===== config.mk =====
export PLATFORM = sky130hd
export DESIGN_NAME = spi_counter_bank_flat
export DESIGN_NICKNAME = d
export VERILOG_FILES = /design/src/rtl/spi_counter_pkg.sv /design/src/rtl/spi_counter_bank_if.sv /design/src/rtl/spi_slave_frame.sv /design/src/rtl/spi_counter_bank.sv /design/src/flat_wrapper.sv
export SDC_FILE = /design/constraint.sdc
export NUM_CORES = 1
export LEC_CHECK = 0
export ABC_AREA = 1
export BUFFER_PORTS_ARGS = -buffer_cell sky130_fd_sc_hd__buf_2
export CORE_ASPECT_RATIO = 1.5
export CORE_MARGIN = 2
export CORE_UTILIZATION = 35
export CTS_CLUSTER_DIAMETER = 80
export DETAILED_ROUTE_END_ITERATION = 16
export MAX_ROUTING_LAYER = met4
export RECOVER_POWER = 25
export SETUP_SLACK_MARGIN = 0.5
export SLEW_MARGIN = 5
export SYNTH_ARGS = -nofsm -noshare
export SYNTH_HDL_FRONTEND = slang
export SYNTH_SLANG_ARGS = --single-unit

===== constraint.sdc =====
create_clock -name clk -period 3.6 [get_ports clk]
set_input_delay 0.36 -clock clk [delete_from_list [all_inputs] [get_ports clk]]
set_output_delay 0.36 -clock clk [all_outputs]
set_load 0.02 [all_outputs]

===== src/rtl/spi_counter_pkg.sv =====
// spi_counter_pkg: shared register codes, CTRL bit positions and SPI frame FSM states for spi_counter_bank
package spi_counter_pkg;
  localparam int CMD_BITS = 8;
  localparam logic [2:0] REG_CTRL  = 3'd0;
  localparam logic [2:0] REG_CMP   = 3'd1;
  localparam logic [2:0] REG_COUNT = 3'd2;
  localparam logic [2:0] REG_IRQ   = 3'd3;
  localparam int CTRL_EN   = 0;
  localparam int CTRL_CLR  = 1;
  localparam int CTRL_STOP = 2;
  localparam int CTRL_IRQ  = 3;
  typedef enum logic [1:0] {IDLE, CMD, DATA, DONE} state_e;
endpackage


===== src/rtl/spi_counter_bank_if.sv =====
// spi_counter_bank_if: SPI pin bundle
//   sck, ss (active-low), mosi driven by the host (master); miso driven by the counter bank (slave)
interface spi_counter_bank_if;
  logic sck;
  logic ss;
  logic mosi;
  logic miso;
  modport master (output sck, output ss, output mosi, input miso);
  modport slave  (input sck, input ss, input mosi, output miso);
endinterface


===== src/rtl/spi_slave_frame.sv =====
// spi_slave_frame: oversampled SPI mode-0 slave framing an 8-bit command plus WIDTH data bits
//   clk, rst        system clock, async active-high reset
//   spi             pin bundle (slave side); miso is 0 outside a frame
//   rdata_i         read data, loaded into the tx shifter while cmd_valid_o is high
//   cmd_o           command byte of the current frame
//   wdata_o         received data word
//   cmd_valid_o     one-cycle pulse the clk after the 8th sck rise
//   wr_commit_o     one-cycle pulse the clk after the WIDTH-th rise of a write frame
module spi_slave_frame
  import spi_counter_pkg::*;
#(
  parameter int WIDTH = 8
) (
  input  logic                clk,
  input  logic                rst,
  spi_counter_bank_if.slave   spi,
  input  logic [WIDTH-1:0]    rdata_i,
  output logic [CMD_BITS-1:0] cmd_o,
  output logic [WIDTH-1:0]    wdata_o,
  output logic                cmd_valid_o,
  output logic                wr_commit_o
);
  logic [1:0] sck_q, ss_q, mosi_q;
  logic sck_p_q, ss_p_q;
  state_e state_q;
  logic [5:0] bit_q;
  logic [CMD_BITS-1:0] cmd_q;
  logic [WIDTH-1:0] rx_q;
  logic [WIDTH:0] tx_q;
  logic cmd_valid_q, wr_commit_q;
  logic rise, fall;
  assign rise = sck_q[1] & ~sck_p_q;
  assign fall = ~sck_q[1] & sck_p_q;
  // tx_q carries one spare bit above the data so the first fall after the load exposes the MSB
  assign spi.miso = (state_q != IDLE) & tx_q[WIDTH];
  assign cmd_o = cmd_q;
  assign wdata_o = rx_q;
  assign cmd_valid_o = cmd_valid_q;
  assign wr_commit_o = wr_commit_q;
  // ss synchroniser resets to "low" so a select held low across reset is not seen as a new frame
  always_ff @(posedge clk or posedge rst)
    if (rst) begin
      sck_q <= '0;
      ss_q <= '0;
      mosi_q <= '0;
      sck_p_q <= 1'b0;
      ss_p_q <= 1'b0;
      state_q <= IDLE;
      bit_q <= '0;
      cmd_q <= '0;
      rx_q <= '0;
      tx_q <= '0;
      cmd_valid_q <= 1'b0;
      wr_commit_q <= 1'b0;
    end else begin
      sck_q <= {sck_q[0], spi.sck};
      ss_q <= {ss_q[0], spi.ss};
      mosi_q <= {mosi_q[0], spi.mosi};
      sck_p_q <= sck_q[1];
      ss_p_q <= ss_q[1];
      cmd_valid_q <= 1'b0;
      wr_commit_q <= 1'b0;
      if (cmd_valid_q) tx_q <= {1'b0, rdata_i};
      if (ss_q[1]) state_q <= IDLE;
      else if (state_q == IDLE) begin
        if (ss_p_q) begin
          state_q <= CMD;
          bit_q <= '0;
          tx_q <= '0;
        end
      end else if (state_q == CMD && rise) begin
        cmd_q <= {cmd_q[CMD_BITS-2:0], mosi_q[1]};
        bit_q <= bit_q + 6'd1;
        if (bit_q == 6'(CMD_BITS - 1)) begin
          state_q <= DATA;
          bit_q <= '0;
          cmd_valid_q <= 1'b1;
        end
      end else if (state_q == DATA && rise) begin
        rx_q <= {rx_q[WIDTH-2:0], mosi_q[1]};
        bit_q <= bit_q + 6'd1;
        if (bit_q == 6'(WIDTH - 1)) begin
          state_q <= DONE;
          wr_commit_q <= ~cmd_q[CMD_BITS-1];
        end
      end else if (state_q == DATA && fall) tx_q <= {tx_q[WIDTH-1:0], 1'b0};
    end
endmodule


===== src/rtl/spi_counter_bank.sv =====
// spi_counter_bank: SPI-controlled bank of CHANNELS event counters with per-channel compare and match flags
//   clk, rst   system clock, async active-high reset
//   spi        SPI pin bundle (slave side)
//   inc        per-channel count events, one count per cycle high
//   match      registered count==cmp flags
//   irq        OR of sticky pending match-edge bits (only when SPI_COUNTER_IRQ_EN is defined)
module spi_counter_bank
  import spi_counter_pkg::*;
#(
  parameter int WIDTH    = 8,
  parameter int CHANNELS = 4
) (
  input  logic                clk,
  input  logic                rst,
  spi_counter_bank_if.slave   spi,
  input  logic [CHANNELS-1:0] inc,
  output logic [CHANNELS-1:0] match
`ifdef SPI_COUNTER_IRQ_EN
  ,
  output logic                irq
`endif
);
`ifdef SPI_COUNTER_IRQ_EN
  localparam logic [WIDTH-1:0] CTRL_WMASK = WIDTH'(4'hf);
`else
  localparam logic [WIDTH-1:0] CTRL_WMASK = WIDTH'(4'h7);
`endif
  localparam logic [WIDTH-1:0] CLR_BIT = WIDTH'(1) << CTRL_CLR;
  logic [CMD_BITS-1:0] cmd;
  logic [WIDTH-1:0] wdata, rdata;
  logic cmd_valid, wr_commit;
  logic [WIDTH-1:0] ctrl_q [CHANNELS];
  logic [WIDTH-1:0] cmp_q [CHANNELS];
  logic [WIDTH-1:0] cnt_q [CHANNELS];
  logic [CHANNELS-1:0] match_q, hit, wr_sel, step;
  logic [2:0] reg_sel;
  logic [3:0] ch_sel;
  assign reg_sel = cmd[6:4];
  assign ch_sel = cmd[3:0];
  assign match = match_q;
  spi_slave_frame #(.WIDTH(WIDTH)) u_frame (
    .clk(clk),
    .rst(rst),
    .spi(spi),
    .rdata_i(rdata),
    .cmd_o(cmd),
    .wdata_o(wdata),
    .cmd_valid_o(cmd_valid),
    .wr_commit_o(wr_commit)
  );
  // stop mode compares against the live count so the counter halts exactly at cmp rather than one past it
  always_comb begin
    hit = '0;
    wr_sel = '0;
    step = '0;
    for (int c = 0; c < CHANNELS; c++) begin
      hit[c] = cnt_q[c] == cmp_q[c];
      wr_sel[c] = wr_commit && ch_sel == 4'(c);
      step[c] = ctrl_q[c][CTRL_EN] & inc[c] & ~(ctrl_q[c][CTRL_STOP] & hit[c]);
    end
  end
`ifdef SPI_COUNTER_IRQ_EN
  logic [CHANNELS-1:0] pend_q, irq_en, pend_clr;
  assign irq = |pend_q;
  always_comb begin
    irq_en = '0;
    for (int c = 0; c < CHANNELS; c++) irq_en[c] = ctrl_q[c][CTRL_IRQ];
    pend_clr = (wr_commit && reg_sel == REG_IRQ) ? CHANNELS'(wdata) : '0;
  end
  // hit & ~match_q is the cycle in which match rises; set is OR-ed after the clear so it wins
  always_ff @(posedge clk or posedge rst)
    if (rst) pend_q <= '0;
    else pend_q <= (pend_q & ~pend_clr) | (hit & ~match_q & irq_en);
`endif
  // a channel outside the bank never matches ch_sel, so its reads stay 0
  always_comb begin
    rdata = '0;
    for (int c = 0; c < CHANNELS; c++)
      if (cmd_valid && ch_sel == 4'(c))
        rdata = reg_sel == REG_CTRL ? ctrl_q[c] : reg_sel == REG_CMP ? cmp_q[c] : reg_sel == REG_COUNT ? cnt_q[c] : '0;
`ifdef SPI_COUNTER_IRQ_EN
    if (cmd_valid && reg_sel == REG_IRQ) rdata = WIDTH'(pend_q);
`endif
  end
  always_ff @(posedge clk or posedge rst)
    if (rst) begin
      match_q <= '1;
      for (int c = 0; c < CHANNELS; c++) begin
        ctrl_q[c] <= '0;
        cmp_q[c] <= '0;
        cnt_q[c] <= '0;
      end
    end else begin
      match_q <= hit;
      for (int c = 0; c < CHANNELS; c++) begin
        ctrl_q[c] <= (wr_sel[c] && reg_sel == REG_CTRL) ? wdata & CTRL_WMASK : ctrl_q[c] & ~CLR_BIT;
        cmp_q[c] <= (wr_sel[c] && reg_sel == REG_CMP) ? wdata : cmp_q[c];
        cnt_q[c] <= ctrl_q[c][CTRL_CLR] ? '0 :
                    (wr_sel[c] && reg_sel == REG_COUNT) ? wdata :
                    step[c] ? cnt_q[c] + 1'b1 : cnt_q[c];
      end
    end
endmodule


===== src/flat_wrapper.sv =====
// flat-port wrapper written by rule: the top's interface ports become plain ports
module spi_counter_bank_flat import spi_counter_pkg::*;
#(
  parameter int WIDTH    = 8,
  parameter int CHANNELS = 4
)
  (clk, rst, inc, match, spi_sck, spi_ss, spi_mosi, spi_miso);
  spi_counter_bank_if spi_i ();
  input  logic clk;
  input  logic rst;
  input  logic [CHANNELS-1:0] inc;
  output logic [CHANNELS-1:0] match;
  input wire logic [$bits(spi_i.sck)-1:0] spi_sck;
  input wire logic [$bits(spi_i.ss)-1:0] spi_ss;
  input wire logic [$bits(spi_i.mosi)-1:0] spi_mosi;
  output wire logic [$bits(spi_i.miso)-1:0] spi_miso;
  assign spi_i.sck = spi_sck;
  assign spi_i.ss = spi_ss;
  assign spi_i.mosi = spi_mosi;
  assign spi_miso = spi_i.miso;
  spi_counter_bank #(.WIDTH(WIDTH), .CHANNELS(CHANNELS)) u_core (.clk(clk), .rst(rst), .spi(spi_i), .inc(inc), .match(match));
endmodule

== After elaboration in Yosys (flattened, before gate mapping) ==
Cells that the tools add are included.
Operators by class
  add/subtract/negate cells: 5
  eq/ne operators: 14
  mux-type cells: 60
  bitwise gates (word level): 25
  reductions and logical operators: 38
Operators with widths (count)
  $mux W8: 32
  $mux W9: 7
  $add A8 B1 Y8 const B: 4
  $eq A8 B8 Y1: 4
  $mux W6: 5
  $logic_and A1 B1 Y1: 23
  $reduce_bool A3 Y1: 6
  $and A1 B1 Y1: 15
  $mux W2: 7
  $not A1 Y1: 10
  $mux W1: 9
  $reduce_and A3 Y1: 3
  $eq A4 B2 Y1 const B: 2
  $add A6 B1 Y6 const B: 1
  $eq A6 B3 Y1 const B: 1
  $eq A4 B1 Y1 const B: 1
  $logic_not A4 Y1: 1
  $reduce_and A4 Y1: 1
  $reduce_bool A4 Y1: 1
  $eq A3 B1 Y1 const B: 1
  $eq A3 B2 Y1 const B: 1
  $logic_not A3 Y1: 1
  $ne A3 B3 Y1 const B: 1
  $eq A2 B1 Y1 const B: 1
  other kinds (4): 4
Storage, ports and cells
  bits in registers: 143
  input port bits: 9
  output and inout bits: 5
  word-level logic and storage cells: 171

== Depth between registers and ports, before layout ==
Gate-level depths: netlist (run 1).
  word-level depth: 14
  depth in mapped cells: 12
  mapped depth without buffers: 11

== Modules after synthesis ==
From an unflattened synthesis (run 1), not the netlist that was laid out.
Second synthesis, totals
  cells, all modules: 1006
  area, all modules: 7385.8 µm²
Modules (own cells, without submodules)
  spi_counter_bank: times used 1, cells an instance 804, area an instance 5475.3 µm², seq. area each 2006.9 µm²
  spi_slave_frame: times used 1, cells an instance 202, area an instance 1910.6 µm², seq. area each 1076.0 µm²

== Worst setup path before layout (run 1) ==
OpenSTA, ideal clock, no wires.
  path kind: reg-to-reg
  from: register u_core.u_frame.cmd_q[4], in the netlist u_core.u_frame.cmd_o[4]
  to: register u_core.u_frame.tx_q[1]
  setup time: 0.116 ns
  arrival: 1.351 ns
  data required time: 3.484 ns
  setup slack: 2.132 ns
  cell stages (with the launch flop): 12
  buffers on the path: 1
  clock period less this slack: 1.468 ns
  path through: dfrtp_1 -> buf_6 -> inv_2 -> nand2_2 -> nor2_2 -> nand2_1 -> nand3_1 -> nand2_1 -> nor2_1 -> nand3_1 -> nand2_1 -> nand2_1
On the way
  cells in the longest elaborated chain, start to end: 14
  elaborated cells between the ends (all ways): 26
  those cells by class: eq/ne (2); mux (23); reduce/logical (1)
Ends and longest elaborated chain
  start, declared: RTL line spi_slave_frame.sv:27  | logic [CMD_BITS-1:0] cmd_q;
  start signal, assigned: RTL line spi_slave_frame.sv:72  | cmd_q <= {cmd_q[CMD_BITS-2:0], mosi_q[1]};
  $eq A3 B2 Y1: RTL line spi_counter_bank.sv:80  | rdata = reg_sel == REG_CTRL ? ctrl_q[c] : reg_sel == REG_CMP ? cmp_q[c] : reg_sel == REG_COUNT ? cnt_q[c] : '0 ...
  $mux W8 (3 in series): RTL line spi_counter_bank.sv:80
  $mux W8 (3 in series): RTL line spi_counter_bank.sv:79  | if (cmd_valid && ch_sel == 4'(c))
  $mux W8 *: RTL line spi_counter_bank.sv:79
  $mux W9 *: RTL line spi_slave_frame.sv:63  | if (cmd_valid_q) tx_q <= {1'b0, rdata_i};
  $mux W9: RTL line spi_slave_frame.sv:86  | end else if (state_q == DATA && fall) tx_q <= {tx_q[WIDTH-1:0], 1'b0};
  $mux W9: RTL line spi_slave_frame.sv:79  | end else if (state_q == DATA && rise) begin
  $mux W9: RTL line spi_slave_frame.sv:71  | end else if (state_q == CMD && rise) begin
  $mux W9: RTL line spi_slave_frame.sv:65  | else if (state_q == IDLE) begin
  $mux W9 *: RTL line spi_slave_frame.sv:64  | if (ss_q[1]) state_q <= IDLE;
  end signal, assigned: RTL line spi_slave_frame.sv:63
  end signal, assigned: RTL line spi_slave_frame.sv:86
  end, declared: RTL line spi_slave_frame.sv:29  | logic [WIDTH:0] tx_q;
Every way passes the cells marked *; elsewhere a longest branch is shown, timed or not.
A chain may end at the register's enable or synchronous reset.

== Worst setup path in the final report (run 1) ==
  from: register u_core.u_frame.cmd_q[5], in the netlist u_core.u_frame.cmd_o[5]
  to: register u_core.cmp_q[29] (netlist name)
On the way
  cells in the longest elaborated chain, start to end: 2
Ends and longest elaborated chain
  $eq A3 B1 Y1: RTL line spi_counter_bank.sv:97  | cmp_q[c] <= (wr_sel[c] && reg_sel == REG_CMP) ? wdata : cmp_q[c];
  $logic_and A1 B1 Y1: RTL line spi_counter_bank.sv:97
  end signal, assigned by index: RTL line spi_counter_bank.sv:97
  end, declared: RTL line spi_counter_bank.sv:33  | logic [WIDTH-1:0] cmp_q [CHANNELS];
No other way between the ends.

==> flow_metrics.py, run 1 <==
metrics = {
    "cts": {
        "clockRootBuffer": "clkbuf_16",
        "path_clk_slew_ps": 60,
        "post-cts-setup-buffer-count": 0,
        "clock_latency_ps": 430,
        "cts.repair.resized": 0,
        "cts_buffers": 17,
        "htreeDepth": 4,
        "cts.sinks": 123,
        "cts_tree": "yes",
        "hold_buffers": 0,
        "cts_max_path_buffers": 2,
    },
    "min_path": {
        "hold_depth": 1,
        "hold_start": "spi_mosi",
        "min_to": "u_core.u_frame.mosi_q[0]",
        "hold_class": "in2reg",
    },
    "place": {
        "dp_slack_ps": 1610,
        "hpwl_um": 15100,
        "portBuffers": 13,
        "placed_area_mm2": 0.00744,
        "gp_congestion": 0.904,
        "dp.cells": 1255,
    },
    "sta": {
        "maxSlewViolCount": 0,
        "setup_tns_ps": 0,
        "fin_skew_ps": 8.83,
        "period_share_pct": 55.9,
        "setup_ws_ps": 1590,
        "setup_viol": 0,
        "tightest_slew_ps": 825,
        "grt_setup_unrepaired": "false",
        "final_hold_viol_count": 0,
        "period_minus_slack_ps": 2010,
        "whs_ps": 36.0,
        "fmax_mhz": 497,
        "relSlewSlack_pct": 44.8,
    },
    "critical_path": {
        "worstPathArrival_ps": 2310,
        "r2r_start": "u_core.u_frame.cmd_o[5]",
        "crit_required_ps": 3890,
        "path_class": "reg2reg",
        "reg2reg_depth": 6,
        "crit_fanout": 16,
        "rrSetupSlack_ps": 1590,
        "cp-end-kind": "flip-flop",
        "start_kind": "flip-flop",
        "r2r-end": "u_core.cmp_q[29]",
    },
    "floorplanning": {
        "core_mm2": 0.0203,
        "rows": 64,
        "die_height_um": 180,
        "initial_core_util_pct": 35.5,
        "die_w_um": 121,
        "num_io_pins": 14,
        "die_area_mm2": 0.0217,
    },
    "cells_and_area": {
        "final_cells": 1287,
        "utilization_pct": 39.7,
        "fillers": 2099,
        "fin_area_mm2": 0.00804,
        "syn2layout_area_growth_pct": 11.8,
        "diodes": 0,
        "nNetsFinal": 1024,
        "drive_gt1_share_pct": 8.41,
    },
    "yosys": {
        "yosysTopAreaCellShare_pct": 41.4,
        "netlist_top_cells_area": "dfrtp_1, nand2_1, o21ai_0",
        "yosysTopAreaCell": "dfrtp_1",
        "synth_edf_count": 0,
        "synthArstFlopShare_pct": 100,
        "synth_nets": 1016,
        "ys_seq_area_share_pct": 42.9,
        "synth_area_mm2": 0.00719,
        "netlist_instances": 1002,
        "yosysWarnings": 0,
        "ys_types": 36,
        "post_synth.cell_area_avg_um2": 7.18,
        "ys.flop_type": "dfrtp_1",
        "ys_seq_elements": 123,
    },
    "run_status": {
        "status": "completed",
    },
    "route": {
        "drt_wl_total_um": 20600,
        "detailedRoute.firstIterationViolations": 483,
        "vias": 6593,
        "antenna_left": 0,
        "firstDrtPassIters": 5,
        "routedWlPerCell_um": 16.0,
        "drc": 0,
        "vias_per_cell": 5.12,
    },
    "grt": {
        "grt_pass1_vias": 6306,
        "grt_usage_pct": 20.4,
        "antenna_found_initial": 0,
        "grt_pass1_wl_um": 33400,
        "grt_overflow": 0,
        "grt_max_degree": 124,
    },
    "power_and_ir_drop": {
        "powerDensity_mw_per_mm2": 450,
        "p_leak_nw": 3.74,
        "irDropWorstVdd_uv": 299,
        "power_mw": 3.62,
    },
    "job": {
        "drv_cap": 0,
    },
}
-- routing by layer --
layer,up-vias,part of all wire (%),global-route usage (%),wire [µm]
met5,-,0,-,0
met4,0,4.3,10.5,883
met3,68,3.2,3.36,658
met2,163,53,34.9,10800
li1,3249,-,-,-
met1,3113,40,22.7,8240
-- cell usage after synthesis, types with 3 or more instances --
cell type	count
nor2_2	6
ha_1	5
nand2_4	7
nand4_1	15
clkbuf_1	5
nor2_4	7
inv_2	6
dfstp_2	4
nand2_1	356
dfrtp_1	119
nand3_1	83
xnor2_1	21
nand2_2	3
xor2_1	4
o21ai_1	28
nor2_1	68
nor4_1	4
o21ai_0	87
o22ai_1	4
nor3_1	6
inv_1	95
buf_4	4
a21oi_1	36
buf_2	10
buf_6	6
-- cell usage in the layout (no fill, tap or decap), drive strengths merged, types with 3 or more instances in the layout --
cell type	n
a21oi	36
buf	14
clkbuf	18
clkinv	3
clkinvlp	5
dfrtp	119
dfstp	4
ha	5
inv	107
nand2	366
nand3	85
nand4	15
nor2	81
nor3	8
nor4	4
o21ai	115
o22ai	4
xnor2	21
xor2	4
-- worst max path at each step --
| stage | start | end | slack [ps] | cells past startpoint |
|---|---|---|---|---|
| after floorplan | rst | u_core.cmp_q[0] | 1730 | 1 |
| after global placement | u_core.u_frame.cmd_o[6] | u_core.cmp_q[26] | 1700 | 6 |
| after detailed placement | u_core.u_frame.cmd_o[5] | u_core.cmp_q[30] | 1610 | 6 |
| after CTS | u_core.u_frame.cmd_o[5] | u_core.cmp_q[30] | 1590 | 6 |
| after global routing | u_core.u_frame.cmd_o[5] | u_core.cmp_q[25] | 1350 | 6 |
| final | u_core.u_frame.cmd_o[5] | u_core.cmp_q[29] | 1590 | 6 |
-- cells by family after synthesis --
| logic type | synth area share, % |
|---|---|
| and+or+nand+nor | 33.9 |
| AOI/OAI and AO/OA | 11.5 |
| buffers and inverters | 7.83 |
| DFF | 42.9 |
| xor gates and xnor gates | 3.04 |
| adders and majority gates | 0.870 |
-- layout make-up --
| cell class | instances | area, µm² | share of cell area [%] |
|---|---|---|---|
| clock buffer | 18 | 439 | 5.46 |
| timing repair buffer | 14 | 85.1 | 1.06 |
| tap | 264 | 330 | 4.11 |
| inverter | 103 | 398 | 4.95 |
| multi-input combinational | 751 | 3550 | 44.1 |
| clock inverter | 14 | 163 | 2.02 |
| sequential | 123 | 3080 | 38.3 |
-- report_power, final --
part           internal (mW)  leakage [nW]  switching (mW)  total (mW)
registers               1.43          1.68          0.0841        1.52
logic                 0.0897          1.78           0.269       0.358
clock network           1.05         0.282           0.694        1.75
-- flip-flops by register name, summed over array words and instances (netlist names), 4 cells and up --
signal and flops:
u_core.u_frame.cmd_o 8, u_core.cnt_q 32, u_core.u_frame.bit_q 6, u_core.ctrl_q 12, u_core.cmp_q 32, u_core.u_frame.wdata_o 8, u_core.u_frame.tx_q 9, u_core.match 4
-- worst max-delay path: stages, from the launching register on --
cell	delay, ps
dfrtp_1	470
nor2_2	420
nand2_4	200
inv_4	230
nand2_1	330
nand2_1	140
o21ai_1	80
(Power assumes the default switching activity.)
==> run 2, diff against run 1 <==
==> constraint.sdc (replaced) <==
create_clock -name clk -period 1.72 [get_ports clk]
set_input_delay 0.172 -clock clk [delete_from_list [all_inputs] [get_ports clk]]
set_output_delay 0.172 -clock clk [all_outputs]
set_load 0.02 [all_outputs]
==> flow_metrics.py, run 2 (same netlist as run 1, synthesis figures left out) <==
metrics = {
    "critical_path": {
        "crit_top_cell": "nand2_1",
        "cp-end-kind": "flip-flop",
        "reg2reg_depth": 9,
        "rrSetupSlack_ps": 100,
        "cp-startpoint": "u_core.u_frame.cmd_o[0]",
        "worstPathArrival_ps": 1940,
        "path_cells": "nor2_1 > nand2_2 > nor2_4 > nand2_4 > buf_4 > o21ai_2 > a21oi_1 > nand2_1 > nand2_1",
        "crit_fanout": 7,
        "r2r_start": "u_core.u_frame.cmd_o[0]",
        "r2r-end": "u_core.cnt_q[27]",
        "start_kind": "flip-flop",
        "crit_end": "u_core.cnt_q[27]",
        "crit_required_ps": 2040,
        "path_class": "reg2reg",
        "crit_path_top_delay_cell": "dfrtp_2",
        "cp_slowest_stage_delay_ps": 480,
    },
    "route": {
        "routedWlPerCell_um": 17.6,
        "firstDrtPassIters": 5,
        "vias": 7397,
        "drc": 0,
        "vias_per_cell": 5.21,
        "drt_wl_total_um": 25000,
        "antenna_left": 0,
        "detailedRoute.firstIterationViolations": 622,
    },
    "grt": {
        "grt_overflow": 0,
        "grt_pass1_vias": 7118,
        "grt_usage_pct": 23.3,
        "antenna_found_initial": 0,
        "met3_usage_pct": 3.87,
        "grt_max_degree": 31,
        "grt_pass1_wl_um": 38100,
        "use_met1_pct": 25.4,
        "grt_most_used_layer": "met2",
        "grtUsageMet2_pct": 39.4,
    },
    "cts": {
        "path_clk_slew_ps": 60,
        "cts.sinks": 123,
        "clockRootBuffer": "clkbuf_16",
        "cts_buffers": 17,
        "htreeDepth": 4,
        "cts_tree": "yes",
        "cts_max_path_buffers": 2,
        "clock_latency_ps": 430,
    },
    "sta": {
        "period_share_pct": 94.4,
        "grt_setup_unrepaired": "true",
        "tightest_slew_ps": 1300,
        "final_hold_viol_count": 0,
        "relSlewSlack_pct": 13.0,
        "setup_tns_ps": 0,
        "fmax_mhz": 616,
        "fin_skew_ps": 10.2,
        "period_minus_slack_ps": 1620,
        "whs_ps": 205,
        "maxSlewViolCount": 0,
        "setup_viol": 0,
    },
    "cells_and_area": {
        "utilization_pct": 49.8,
        "biggestRegsByFlops": "u_core.cmp_q: 32 flops, u_core.cnt_q: 32 flops, u_core.ctrl_q: 12 flops",
        "final_common_cell": "nand2_1",
        "fin_area_mm2": 0.0101,
        "nNetsFinal": 1157,
        "mostFrequentLayoutCells": "nand2_1, dfrtp_1, inv_1, buf_4, nand3_1",
        "drive_gt1_share_pct": 33.0,
        "diodes": 0,
        "syn2layout_area_growth_pct": 40.2,
    },
    "floorplanning": {
        "die_area_mm2": 0.0217,
        "die_w_um": 121,
        "initial_core_util_pct": 35.5,
        "num_io_pins": 14,
        "die_height_um": 180,
        "core_mm2": 0.0203,
        "rows": 64,
    },
    "power_and_ir_drop": {
        "irDropWorstVdd_uv": 763,
        "p_leak_nw": 4.61,
        "powerDensity_mw_per_mm2": 844,
    },
    "min_path": {
        "hold_class": "in2reg",
        "hold_start": "inc[3]",
    },
    "place": {
        "hpwl_um": 16200,
        "portBuffers": 13,
        "placed_area_mm2": 0.00800,
        "gp_congestion": 0.911,
    },
    "run_status": {
        "status": "completed",
    },
    "job": {
        "drv_cap": 0,
    },
}
-- run 2: worst min-delay path by stage --
stage | slack [ps] | cells after the start | to
floorplan | 200 | 0 | u_core.u_frame.mosi_q[0]
global placement | 280 | 1 | u_core.u_frame.mosi_q[0]
detailed placement | 280 | 2 | u_core.cmp_q[13]
CTS | 180 | 6 | u_core.cnt_q[2]
global route | 240 | 6 | u_core.cnt_q[0]
finish | 200 | 6 | u_core.cnt_q[2]
-- run 2: critical path: cells and delay by family (launching register included) --
kind	cells	cell delay [ps]
simple gates	6	690
buf+inv	1	150
flops	1	480
compound gates	2	170
-- run 2: layer usage --
metal  part of all wire [%]  vias up
met5                      0        -
met4                    5.8        0
met3                    4.6       95
met2                     52      252
met1                     38     3518
li1                       -     3532
-- run 2: power breakdown --
group	total (mW)	switching (mW)	internal (mW)
Combinational	1.87	1.10	0.763
Clock	3.47	1.44	2.02
Sequential	3.18	0.174	3.00
Total	8.51	2.72	5.79
-- run 2: through the flow --
step	instances	worst slack (ps)	power (mW)
floorplan	1002	40.0	3.82
global placement	1310	-8.17	4.15
detailed placement	1310	-3.62	4.16
CTS	1403	192	8.29
global route	1420	42.8	8.78
finish	1420	96.5	8.51
-- run 2: cell type report --
type                            instances  area [µm²]
Multi-Input combinational cell        759        4330
Sequential cell                       123        3110
Timing Repair Buffer                  137        1270
Inverter                              103         453
Clock buffer                           18         439
Timing Repair inverter                  2        17.5
Fill cell                            1870       10200
Clock inverter                         14         123
Tap cell                              264         330
-- run 2: repair_timing --
| item | in CTS | in global routing |
|---|---|---|
| setup endpoints to repair | 110 | 119 |
| hold buffers | 4 | 0 |
| setup buffers | 47 | 14 |
| pin swaps | 57 | 73 |
| gates resized for setup | 169 | 123 |
| cloned | 10 | 3 |
| endpoints found under the hold margin | 20 | 0 |
==> run 3, diff against run 2 <==
--- a/config.mk
+++ b/config.mk
@@ -8,7 +8,6 @@
 export ABC_AREA = 1
 export BUFFER_PORTS_ARGS = -buffer_cell sky130_fd_sc_hd__buf_2
 export CORE_ASPECT_RATIO = 1.5
-export CORE_MARGIN = 2
 export CORE_UTILIZATION = 35
 export CTS_CLUSTER_DIAMETER = 80
 export DETAILED_ROUTE_END_ITERATION = 16
==> flow_metrics.py, run 3 (same netlist as run 1, synthesis figures left out) <==
metrics = {
    "run_status": {
        "status": "completed",
    },
    "power_and_ir_drop": {
        "p_int_mw": 6.08,
        "swShare_pct": 31.9,
        "power_mw": 8.92,
        "irDropWorstVdd_uv": 873,
        "p_leak_nw": 4.68,
        "p_clk_share_pct": 41.2,
        "powerDensity_mw_per_mm2": 868,
        "p_sw_mw": 2.84,
        "combPwrFrac_pct": 23.2,
        "seqPwrFrac_pct": 35.5,
    },
    "cells_and_area": {
        "final_cells": 1399,
        "mostFrequentLayoutCells": "nand2_1, dfrtp_1, inv_1, nand3_1, buf_4",
        "drive_gt1_share_pct": 36.6,
        "nNetsFinal": 1140,
        "syn2layout_area_growth_pct": 42.9,
        "diodes": 0,
        "biggestRegsByFlops": "u_core.cmp_q: 32 flops, u_core.cnt_q: 32 flops, u_core.ctrl_q: 12 flops",
        "utilization_pct": 51.5,
        "final_common_cell": "nand2_1",
    },
    "cts": {
        "clock_latency_ps": 430,
        "cts_buffers": 17,
        "htreeDepth": 4,
        "cts_tree": "yes",
        "cts_max_path_buffers": 2,
        "clockRootBuffer": "clkbuf_16",
        "path_clk_slew_ps": 60,
        "cts.sinks": 123,
    },
    "grt": {
        "grt_most_used_layer": "met2",
        "grtUsageMet2_pct": 41.5,
        "grt_usage_pct": 23.7,
        "grt_overflow": 0,
        "grt_pass1_wl_um": 37300,
        "grt_max_degree": 88,
        "met3_usage_pct": 3.05,
        "grt_pass1_vias": 7163,
        "use_met1_pct": 24.7,
        "antenna_found_initial": 0,
    },
    "route": {
        "firstDrtPassIters": 5,
        "vias": 7344,
        "antenna_left": 0,
        "detailedRoute.firstIterationViolations": 463,
        "routedWlPerCell_um": 17.6,
        "vias_per_cell": 5.25,
        "drt_wl_total_um": 24600,
        "drc": 0,
    },
    "floorplanning": {
        "die_area_mm2": 0.0211,
        "core_mm2": 0.0199,
        "num_io_pins": 14,
        "rows": 63,
        "initial_core_util_pct": 36.1,
        "die_w_um": 119,
        "die_height_um": 178,
    },
    "critical_path": {
        "cp_slowest_stage_delay_ps": 440,
        "crit_fanout": 7,
        "crit_required_ps": 2080,
        "cp-end-kind": "flip-flop",
        "start_kind": "flip-flop",
        "path_class": "reg2reg",
        "critical_path.top_delay_family": "simple AND/OR/NAND/NOR gates",
        "crit_path_top_delay_cell": "dfrtp_1",
        "path_cells": "nor2_4 > nand3_2 > nor2_4 > nand2_8 > inv_8 > nand2_2 > a21oi_2 > nand2_1 > nand2_1",
        "worstPathArrival_ps": 2030,
        "path_buf_inv": 1,
    },
    "sta": {
        "relSlewSlack_pct": 34.7,
        "fmax_mhz": 601,
        "maxSlewViolCount": 0,
        "final_hold_viol_count": 0,
        "grt_setup_unrepaired": "true",
        "tightest_slew_ps": 980,
        "setup_viol": 0,
        "fin_skew_ps": 10.4,
        "period_minus_slack_ps": 1660,
        "setup_ws_ps": 55.8,
        "period_share_pct": 96.8,
    },
    "place": {
        "dp_slack_ps": 23.5,
        "gp_congestion": 0.888,
        "portBuffers": 13,
        "hpwl_um": 15600,
        "dp.cells": 1294,
    },
    "min_path": {
        "hold_class": "in2reg",
    },
    "job": {
        "drv_cap": 0,
    },
}
-- run 3: worst min-delay path, stage by stage --
cell and delay, ps:
buf_2 70, nand2_1 40, inv_1 60, nand2_2 90
nand3_1 80, nand2_1 50
-- run 3: final timing paths --
| check | start | to | slack [ps] | cells past startpoint |
|---|---|---|---|---|
| min | inc[3] | u_core.cnt_q[2] | 180 | 6 |
| min reg2reg | u_core.u_frame.sck_q[0] | u_core.u_frame.sck_q[1] | 350 | 0 |
| max reg2reg | u_core.u_frame.cmd_o[2] | u_core.cnt_q[4] | 60 | 9 |
| max in group asynchronous | rst | u_core.cnt_q[30] | 370 | 4 |
| min in group asynchronous | rst | u_core.cnt_q[14] | 410 | 4 |
| max | u_core.u_frame.cmd_o[2] | u_core.cnt_q[4] | 60 | 9 |
-- run 3: cell type report --
class                   instances  area, µm²
fillers                      1821       9670
multi-input cells             760       4650
clock buffers                  19        453
flip-flops and latches        123       3110
well taps                     260        325
repair inverters                2       17.5
inverters                     103        467
repair buffers                119       1110
clock inverters                13        143
-- run 3: timing repair --
item,in CTS,in global routing
gates cloned,7,7
endpoints found under the hold margin,122,0
hold buffers,4,0
resized for setup,100,274
pin swaps,26,81
setup endpoints to repair,109,118
setup buffers,37,18
-- run 3: per-stage QoR --
stage                     hold WS, ps  cell area [µm²]  TNS, ps
after CTS                         179             9210        0
after global placement            280             7890        0
after detailed placement          282             7890        0
final                             179            10300        0
after global routing              221            10300    -1.19
after floorplan                   203             7310        0
-- run 3: per-layer routing --
layer | share of wire (%) | vias up | wire [µm]
met3 | 4.0 | 103 | 984
li1 | - | 3516 | -
met1 | 37 | 3512 | 9100
met4 | 6.5 | 0 | 1590
met5 | 0 | - | 0
met2 | 53 | 213 | 12900
-- run 3: power groups by stage --
stage	logic, mW	clock network [mW]	registers (mW)
6_report	2.07	3.68	3.17
4_1_cts	1.40	3.71	3.14
3_5_place_dp	0.949	0	3.19
5_1_grt	2.20	3.86	3.18
2_1_floorplan	0.669	0	3.15
3_3_place_gp	0.939	0	3.19
